`config.mk`:
```
export PLATFORM = sky130hd
export DESIGN_NAME = rca_seq_adder
export DESIGN_NICKNAME = d
export VERILOG_FILES = /design/src/rtl/rca_seq_pkg.sv /design/src/rtl/rca_chunk.sv /design/src/rtl/rca_seq_adder.sv
export SDC_FILE = /design/constraint.sdc
export NUM_CORES = 1
export LEC_CHECK = 0
export ABC_CLOCK_PERIOD_IN_PS = 2700
export CORE_ASPECT_RATIO = 1.1
export CORE_MARGIN = 2
export CORE_UTILIZATION = 28
export CTS_BUF_LIST = sky130_fd_sc_hd__clkbuf_8
export CTS_CLUSTER_SIZE = 24
export DETAILED_ROUTE_END_ITERATION = 12
export GPL_TIMING_DRIVEN = 1
export SETUP_SLACK_MARGIN = 0.2
export SLEW_MARGIN = 10
export SYNTH_ARGS = -nofsm -noshare
export SYNTH_HDL_FRONTEND = slang
export SYNTH_SLANG_ARGS = --single-unit
```
`constraint.sdc`:
```
create_clock -name clk -period 2.7 [get_ports clk]
set_input_delay 0.675 -clock clk [delete_from_list [all_inputs] [get_ports clk]]
set_output_delay 0.675 -clock clk [all_outputs]
set_load 0.02 [all_outputs]
```
`src/rtl/rca_seq_pkg.sv`:
```
// Shared types and elaboration helpers for the sequential ripple-carry adder.
package rca_seq_pkg;

   typedef enum logic [1:0] {
      IDLE = 2'd0,
      CALC = 2'd1,
      DONE = 2'd2
   } state_e;

   localparam int DEF_DWIDTH = 8;
   localparam int DEF_CHUNK  = 2;
   localparam int ERR_CNT_W  = 16;

   // Chunk index width; a single-chunk build still needs a 1-bit index.
   function automatic int idx_w(input int n);
      return (n > 1) ? $clog2(n) : 1;
   endfunction

   // CHUNK must divide DWIDTH and lie in 1..DWIDTH.
   function automatic bit params_ok(input int dw, input int ch);
      return (ch >= 1) && (ch <= dw) && ((dw % ch) == 0);
   endfunction

endpackage

```
`src/rtl/rca_chunk.sv`:
```
// Combinational CHUNK-bit ripple adder made of full-adder bit cells.
module rca_chunk #(
   parameter int W = 2
) (
   input  logic [W-1:0] a,
   input  logic [W-1:0] b,
   input  logic         cin,
   output logic [W-1:0] s,
   output logic         cout
);

   logic [W:0] c;

   // Ripple the carry through one full-adder cell per bit.
   always_comb begin
      s    = '0;
      c    = '0;
      c[0] = cin;
      for (int i = 0; i < W; i++) begin
         s[i]   = a[i] ^ b[i] ^ c[i];
         c[i+1] = (a[i] & b[i]) | (c[i] & (a[i] ^ b[i]));
      end
      cout = c[W];
   end

endmodule

```
`src/rtl/rca_seq_adder.sv`:
```
// Sequential ripple-carry adder: operands accepted over a valid/ready channel,
// summed CHUNK bits per cycle, result returned over a valid/ready channel.
// Optional build macro RCA_SEQ_CHK_EN adds a reference-adder self check and
// the err_cnt output.
module rca_seq_adder
   import rca_seq_pkg::*;
#(
   parameter int DWIDTH = DEF_DWIDTH,
   parameter int CHUNK  = DEF_CHUNK
) (
   input  logic              clk,
   input  logic              rst,
   input  logic              in_valid,
   output logic              in_ready,
   input  logic [DWIDTH-1:0] in_a,
   input  logic [DWIDTH-1:0] in_b,
   input  logic              in_cin,
   output logic              out_valid,
   input  logic              out_ready,
   output logic [DWIDTH-1:0] out_s,
   output logic              out_cout,
   output logic              busy
`ifdef RCA_SEQ_CHK_EN
   ,
   output logic [ERR_CNT_W-1:0] err_cnt
`endif
);

   localparam int NCHUNK = DWIDTH / CHUNK;
   localparam int IW     = idx_w(NCHUNK);

   if (!params_ok(DWIDTH, CHUNK)) begin : g_param_err
      $error("rca_seq_adder: CHUNK must divide DWIDTH and be in 1..DWIDTH");
   end

   state_e            state_q;
   logic [IW-1:0]     idx_q;
   logic [DWIDTH-1:0] a_q, b_q, sum_q, sum_d;
   logic              carry_q;
   logic              in_ready_q, out_valid_q, out_cout_q, busy_q;
   logic [DWIDTH-1:0] out_s_q;

   logic [CHUNK-1:0]  a_sl, b_sl, s_sl;
   logic              c_sl;
   logic              last_chunk;
   logic              accept;

   assign a_sl       = a_q[idx_q*CHUNK +: CHUNK];
   assign b_sl       = b_q[idx_q*CHUNK +: CHUNK];
   assign last_chunk = (idx_q == IW'(NCHUNK - 1));
   assign accept     = (state_q == IDLE) && in_valid && in_ready_q;

   rca_chunk #(.W(CHUNK)) u_chunk (
      .a    (a_sl),
      .b    (b_sl),
      .cin  (carry_q),
      .s    (s_sl),
      .cout (c_sl)
   );

   // Merge the freshly computed slice into the running result.
   always_comb begin
      sum_d = sum_q;
      sum_d[idx_q*CHUNK +: CHUNK] = s_sl;
   end

   // Control FSM with registered handshake and result outputs.
   always_ff @(posedge clk) begin
      if (rst) begin
         state_q     <= IDLE;
         idx_q       <= '0;
         a_q         <= '0;
         b_q         <= '0;
         sum_q       <= '0;
         carry_q     <= 1'b0;
         in_ready_q  <= 1'b0;
         out_valid_q <= 1'b0;
         out_s_q     <= '0;
         out_cout_q  <= 1'b0;
         busy_q      <= 1'b0;
      end else begin
         case (state_q)
            IDLE: begin
               in_ready_q <= 1'b1;
               busy_q     <= 1'b0;
               if (accept) begin
                  a_q        <= in_a;
                  b_q        <= in_b;
                  carry_q    <= in_cin;
                  sum_q      <= '0;
                  idx_q      <= '0;
                  in_ready_q <= 1'b0;
                  busy_q     <= 1'b1;
                  state_q    <= CALC;
               end
            end
            CALC: begin
               sum_q   <= sum_d;
               carry_q <= c_sl;
               idx_q   <= idx_q + 1'b1;
               if (last_chunk) begin
                  out_s_q     <= sum_d;
                  out_cout_q  <= c_sl;
                  out_valid_q <= 1'b1;
                  state_q     <= DONE;
               end
            end
            DONE: begin
               if (out_ready) begin
                  out_valid_q <= 1'b0;
                  busy_q      <= 1'b0;
                  in_ready_q  <= 1'b1;
                  state_q     <= IDLE;
               end
            end
            default: begin
               state_q <= IDLE;
            end
         endcase
      end
   end

   assign in_ready  = in_ready_q;
   assign out_valid = out_valid_q;
   assign out_s     = out_s_q;
   assign out_cout  = out_cout_q;
   assign busy      = busy_q;

`ifdef RCA_SEQ_CHK_EN
   logic                 cin0_q;
   logic [ERR_CNT_W-1:0] err_cnt_q;
   logic [DWIDTH:0]      ref_sum;
   logic                 chk_mismatch;

   assign ref_sum      = {1'b0, a_q} + {1'b0, b_q} + {{DWIDTH{1'b0}}, cin0_q};
   assign chk_mismatch = (state_q == CALC) && last_chunk && ({c_sl, sum_d} != ref_sum);

   // Keep the original carry-in and count saturating reference mismatches.
   always_ff @(posedge clk) begin
      if (rst) begin
         cin0_q    <= 1'b0;
         err_cnt_q <= '0;
      end else begin
         if (accept) begin
            cin0_q <= in_cin;
         end
         if (chk_mismatch && (err_cnt_q != {ERR_CNT_W{1'b1}})) begin
            err_cnt_q <= err_cnt_q + 1'b1;
         end
      end
   end

   // Flag every completion that disagrees with the reference adder.
   always @(posedge clk) begin
      if (!rst) begin
         assert (!chk_mismatch);
      end
   end

   assign err_cnt = err_cnt_q;
`endif

endmodule

```
==> impl_metrics.csv <==
group,metric,value,unit
timing,finalCritPeriodShare,0.887,
timing,hold_viol,0,
placement,routabilityCongestion,0.812,
critical_path,critPathMaxStageDelay,0.61,ns
synth,synth_seq_area_share,0.419,
power,power_frac_seq,0.485,
timing,worst_pin_slew,0.541,ns
placement,dpl_cell_area,0.00235,mm2
synth,syn_inst,217,
clocking,clock-root-buffer,"clkbuf_8",
timing,setup_tns,0,ns
clocking,max-clock-path-buffers,2,
timing,slew_headroom,0.638,
detailed_routing,drc,0,
global_routing,grt_pass1_vias,1511,
timing,fmax,417,MHz
layout,nFillCells,716,
critical_path,path_max_fanout,5,
synth,synth.ff_latch_count,41,
floorplanning,coreArea,0.00667,mm2
floorplanning,dieArea,0.00768,mm2
global_routing,overflow,0,
detailed_routing,top_layer,"met4",
power,power.total,1320,uW
critical_path,crit_top_cell,"fa_2",
timing,fin_crit,2.40,ns
timing,skew,0.00689,ns
placement,place_ws,0.274,ns
detailed_routing,met1_length,1930,um
synth,synth-async-reset-ratio,0,
detailed_routing,wl_per_cell,12.9,um
clocking,cts.htree.levels,2,
layout,insertedDiodeCount,0,
clocking,cts_buffers,5,
clocking,clk_pin_slew,0.08,ns
clocking,postCtsSetupBuffers,0,
run_status,outcome,"complete, no violations",
clocking,clock_latency,0.30,ns
power,powerDensity,533,mW/mm2
detailed_routing,wl_met3,212,um
global_routing,antenna_found_initial,0,
power,power_switching_share,0.238,
detailed_routing,met2WireLength,2100,um
synth,syn_nets,246,
critical_path,crit_chain,"mux4_2 -> fa_2 -> fa_2 -> and4bb_2 -> nand2_1 -> o21ai_0",
timing,finalMaxSlewViolations,0,
floorplanning,die_w,83.8,um
global_routing,grt_pass1_wl,7220,um
layout,fin_area,0.00248,mm2
run,drv_cap,0,
detailed_routing,vias,1576,
placement,dpl.hpwl,3120,um
floorplanning,start_util,0.294,
global_routing,grt_max_degree,21,
power,p_comb_frac,0.132,
detailed_routing,first_iter_violations,92,
timing,setup_ws,0.304,ns
detailed_routing,ant_nets,0,
critical_path,worst_ep_arrival_time,2.61,ns
timing,rsz0062_at_grt,"no",
layout,seq_area,823,um2
critical_path,required,2.92,ns
synth,syn_avg_cell_area,9.03,um2
placement,port_buffers,32,
detailed_routing,drt_pass1_iterations,4,
synth,synth_area,0.00196,mm2
floorplanning,rows,31,
clocking,cts_tree,"built",
floorplanning,die_y,91.7,um
power,worst_ir_drop_vdd,0.000267,V
timing,hold_ws,0.458,ns
layout,area_growth,26.4,%
critical_path,slowest_stage,"fa_2",
synth,yosysWarnings,0,
critical_path,cp-start-kind,"flip-flop",
synth,synth_enable_flop_cells,0,
floorplanning,pin_count,33,
clocking,cts_sinks,41,
synth,yosys.cell_types.count,34,
power,switchingPower,315,uW
global_routing,grt_usage,0.116,
critical_path,end_kind,"flip-flop",
layout,drive_above_1_share,0.175,
detailed_routing,drt-total-wl,4300,um
timing,setup_viol,0,
detailed_routing,viasPerCell,4.73,
power,p_int,1010,uW
layout,layout.nets,279,
layout,multiInputGateArea,0.00100,mm2
min_path,min_path_type,"flip-flop to flip-flop",
power,pwr-share-clk,0.383,
power,p_leak,0.000874,uW
critical_path,path_class,"flip-flop to flip-flop",
synth,ys.flop_type,"dfxtp_1",
per-stage QoR:
step	std cells	util
2_1_floorplan	217	-
3_3_place_gp	325	0.352
3_5_place_dp	325	0.352
4_1_cts	333	0.370
5_1_grt	333	0.371
6_report	333	0.371
worst max-delay path, delay by kind of cell, from the launching register on:
kind / cells / cell delay [ns]
adders and majority gates: 2 / 0.99
muxes: 1 / 0.51
and+or+nand+nor: 2 / 0.37
DFF: 1 / 0.35
AOI/OAI and AO/OA: 1 / 0.08
Yosys cell counts, types with 3 or more instances:
| cell type | number | area [um2] |
|---|---|---|
| dfxtp_1 | 41 | 821 |
| nand2_1 | 34 | 128 |
| a21oi_1 | 24 | 120 |
| inv_1 | 15 | 56.3 |
| nor2_1 | 11 | 41.3 |
| a21oi_2 | 9 | 78.8 |
| nand2_2 | 9 | 56.3 |
| a221oi_1 | 8 | 70.1 |
| nor3_1 | 8 | 40.0 |
| o21ai_0 | 8 | 40.0 |
| buf_2 | 7 | 35.0 |
| ha_1 | 6 | 75.1 |
| and4bb_1 | 4 | 50.1 |
| mux4_2 | 4 | 90.1 |
| nand2b_1 | 3 | 18.8 |
| nor2b_1 | 3 | 18.8 |
what timing repair did:
action | CTS | global route
hold buffers | 0 | 0
resized for setup | 0 | 5
endpoints found under the setup margin | 0 | 5
cell families after synthesis:
group                    after synthesis  share of synthesized area
flip-flops                            41                      0.419
buffers and inverters                 28                     0.0722
AO/OA/AOI/OAI                         54                      0.178
AND/OR/NAND/NOR                       82                      0.226
adder cells (fa/ha/maj)                8                     0.0587
multiplexers                           4                     0.0460
power by group through the flow:
stage	combinational, uW	sequential, uW	clock (uW)
4_1_cts	173	640	515
3_3_place_gp	171	654	0
2_1_floorplan	114	650	0
3_5_place_dp	172	655	0
5_1_grt	191	643	546
6_report	175	641	506
worst paths after layout:
path                              start                     to  slack [ns]  cells past startpoint
setup / recovery  idx_q[0]$_SDFFE_PP0P_  sum_q[1]$_SDFFE_PP0P_        0.30                      6
hold / removal    out_cout$_SDFFE_PP0P_  out_cout$_SDFFE_PP0P_        0.46                      2
hold reg to reg   out_cout$_SDFFE_PP0P_  out_cout$_SDFFE_PP0P_        0.46                      2
setup reg to reg  idx_q[0]$_SDFFE_PP0P_  sum_q[1]$_SDFFE_PP0P_        0.30                      6
routing by layer:
| metal | global-route usage | vias up |
|---|---|---|
| met5 | 0 | - |
| met4 | 0.0363 | 0 |
| met3 | 0.0306 | 7 |
| met2 | 0.199 | 47 |
| met1 | 0.142 | 713 |
| li1 | - | 809 |
cell type report:
| cell class | instances | area share |
|---|---|---|
| repair buffers | 39 | 0.152 |
| inverters | 15 | 0.0227 |
| multi-input cells | 148 | 0.405 |
| clock inverters | 2 | 0.0136 |
| clock buffers | 6 | 0.0333 |
| well taps | 82 | 0.0414 |
| flip-flops and latches | 41 | 0.332 |
state kept, by name (all words and copies together) (netlist names):
| signal | count |
|---|---|
| out_valid | 1 |
| b_q | 8 |
| out_s | 8 |
| busy | 1 |
| out_cout | 1 |
| a_q | 8 |
| sum_q | 8 |
| idx_q | 2 |
| carry_q | 1 |
| state_q | 2 |
| in_ready | 1 |
placed cells by master, fill, tap and decap left out:
| master | count |
|---|---|
| dfxtp_1 | 39 |
| nand2_1 | 34 |
| clkdlybuf4s50_1 | 32 |
| a21oi_1 | 24 |
| inv_1 | 16 |
| nor2_1 | 11 |
| nand2_2 | 9 |
| a21oi_2 | 9 |
| o21ai_0 | 8 |
| a221oi_1 | 8 |
| nor3_1 | 8 |
| ha_1 | 6 |
| clkbuf_8 | 6 |
| buf_4 | 6 |
| mux4_2 | 4 |
| and4bb_1 | 4 |
| nor2b_1 | 3 |
| nand2b_1 | 3 |
| nand3b_1 | 2 |
| and4bb_2 | 2 |
| nand3_1 | 2 |
| fa_2 | 2 |
| dfxtp_2 | 2 |
| nand4bb_1 | 1 |
| and4b_1 | 1 |
| o21ai_1 | 1 |
| and3b_1 | 1 |
| o31a_1 | 1 |
| a22oi_1 | 1 |
| nor3_2 | 1 |
| a2bb2oi_1 | 1 |
| a21bo_2 | 1 |
| bufinv_16 | 1 |
| buf_6 | 1 |
Power figures use the tool's default switching activity.
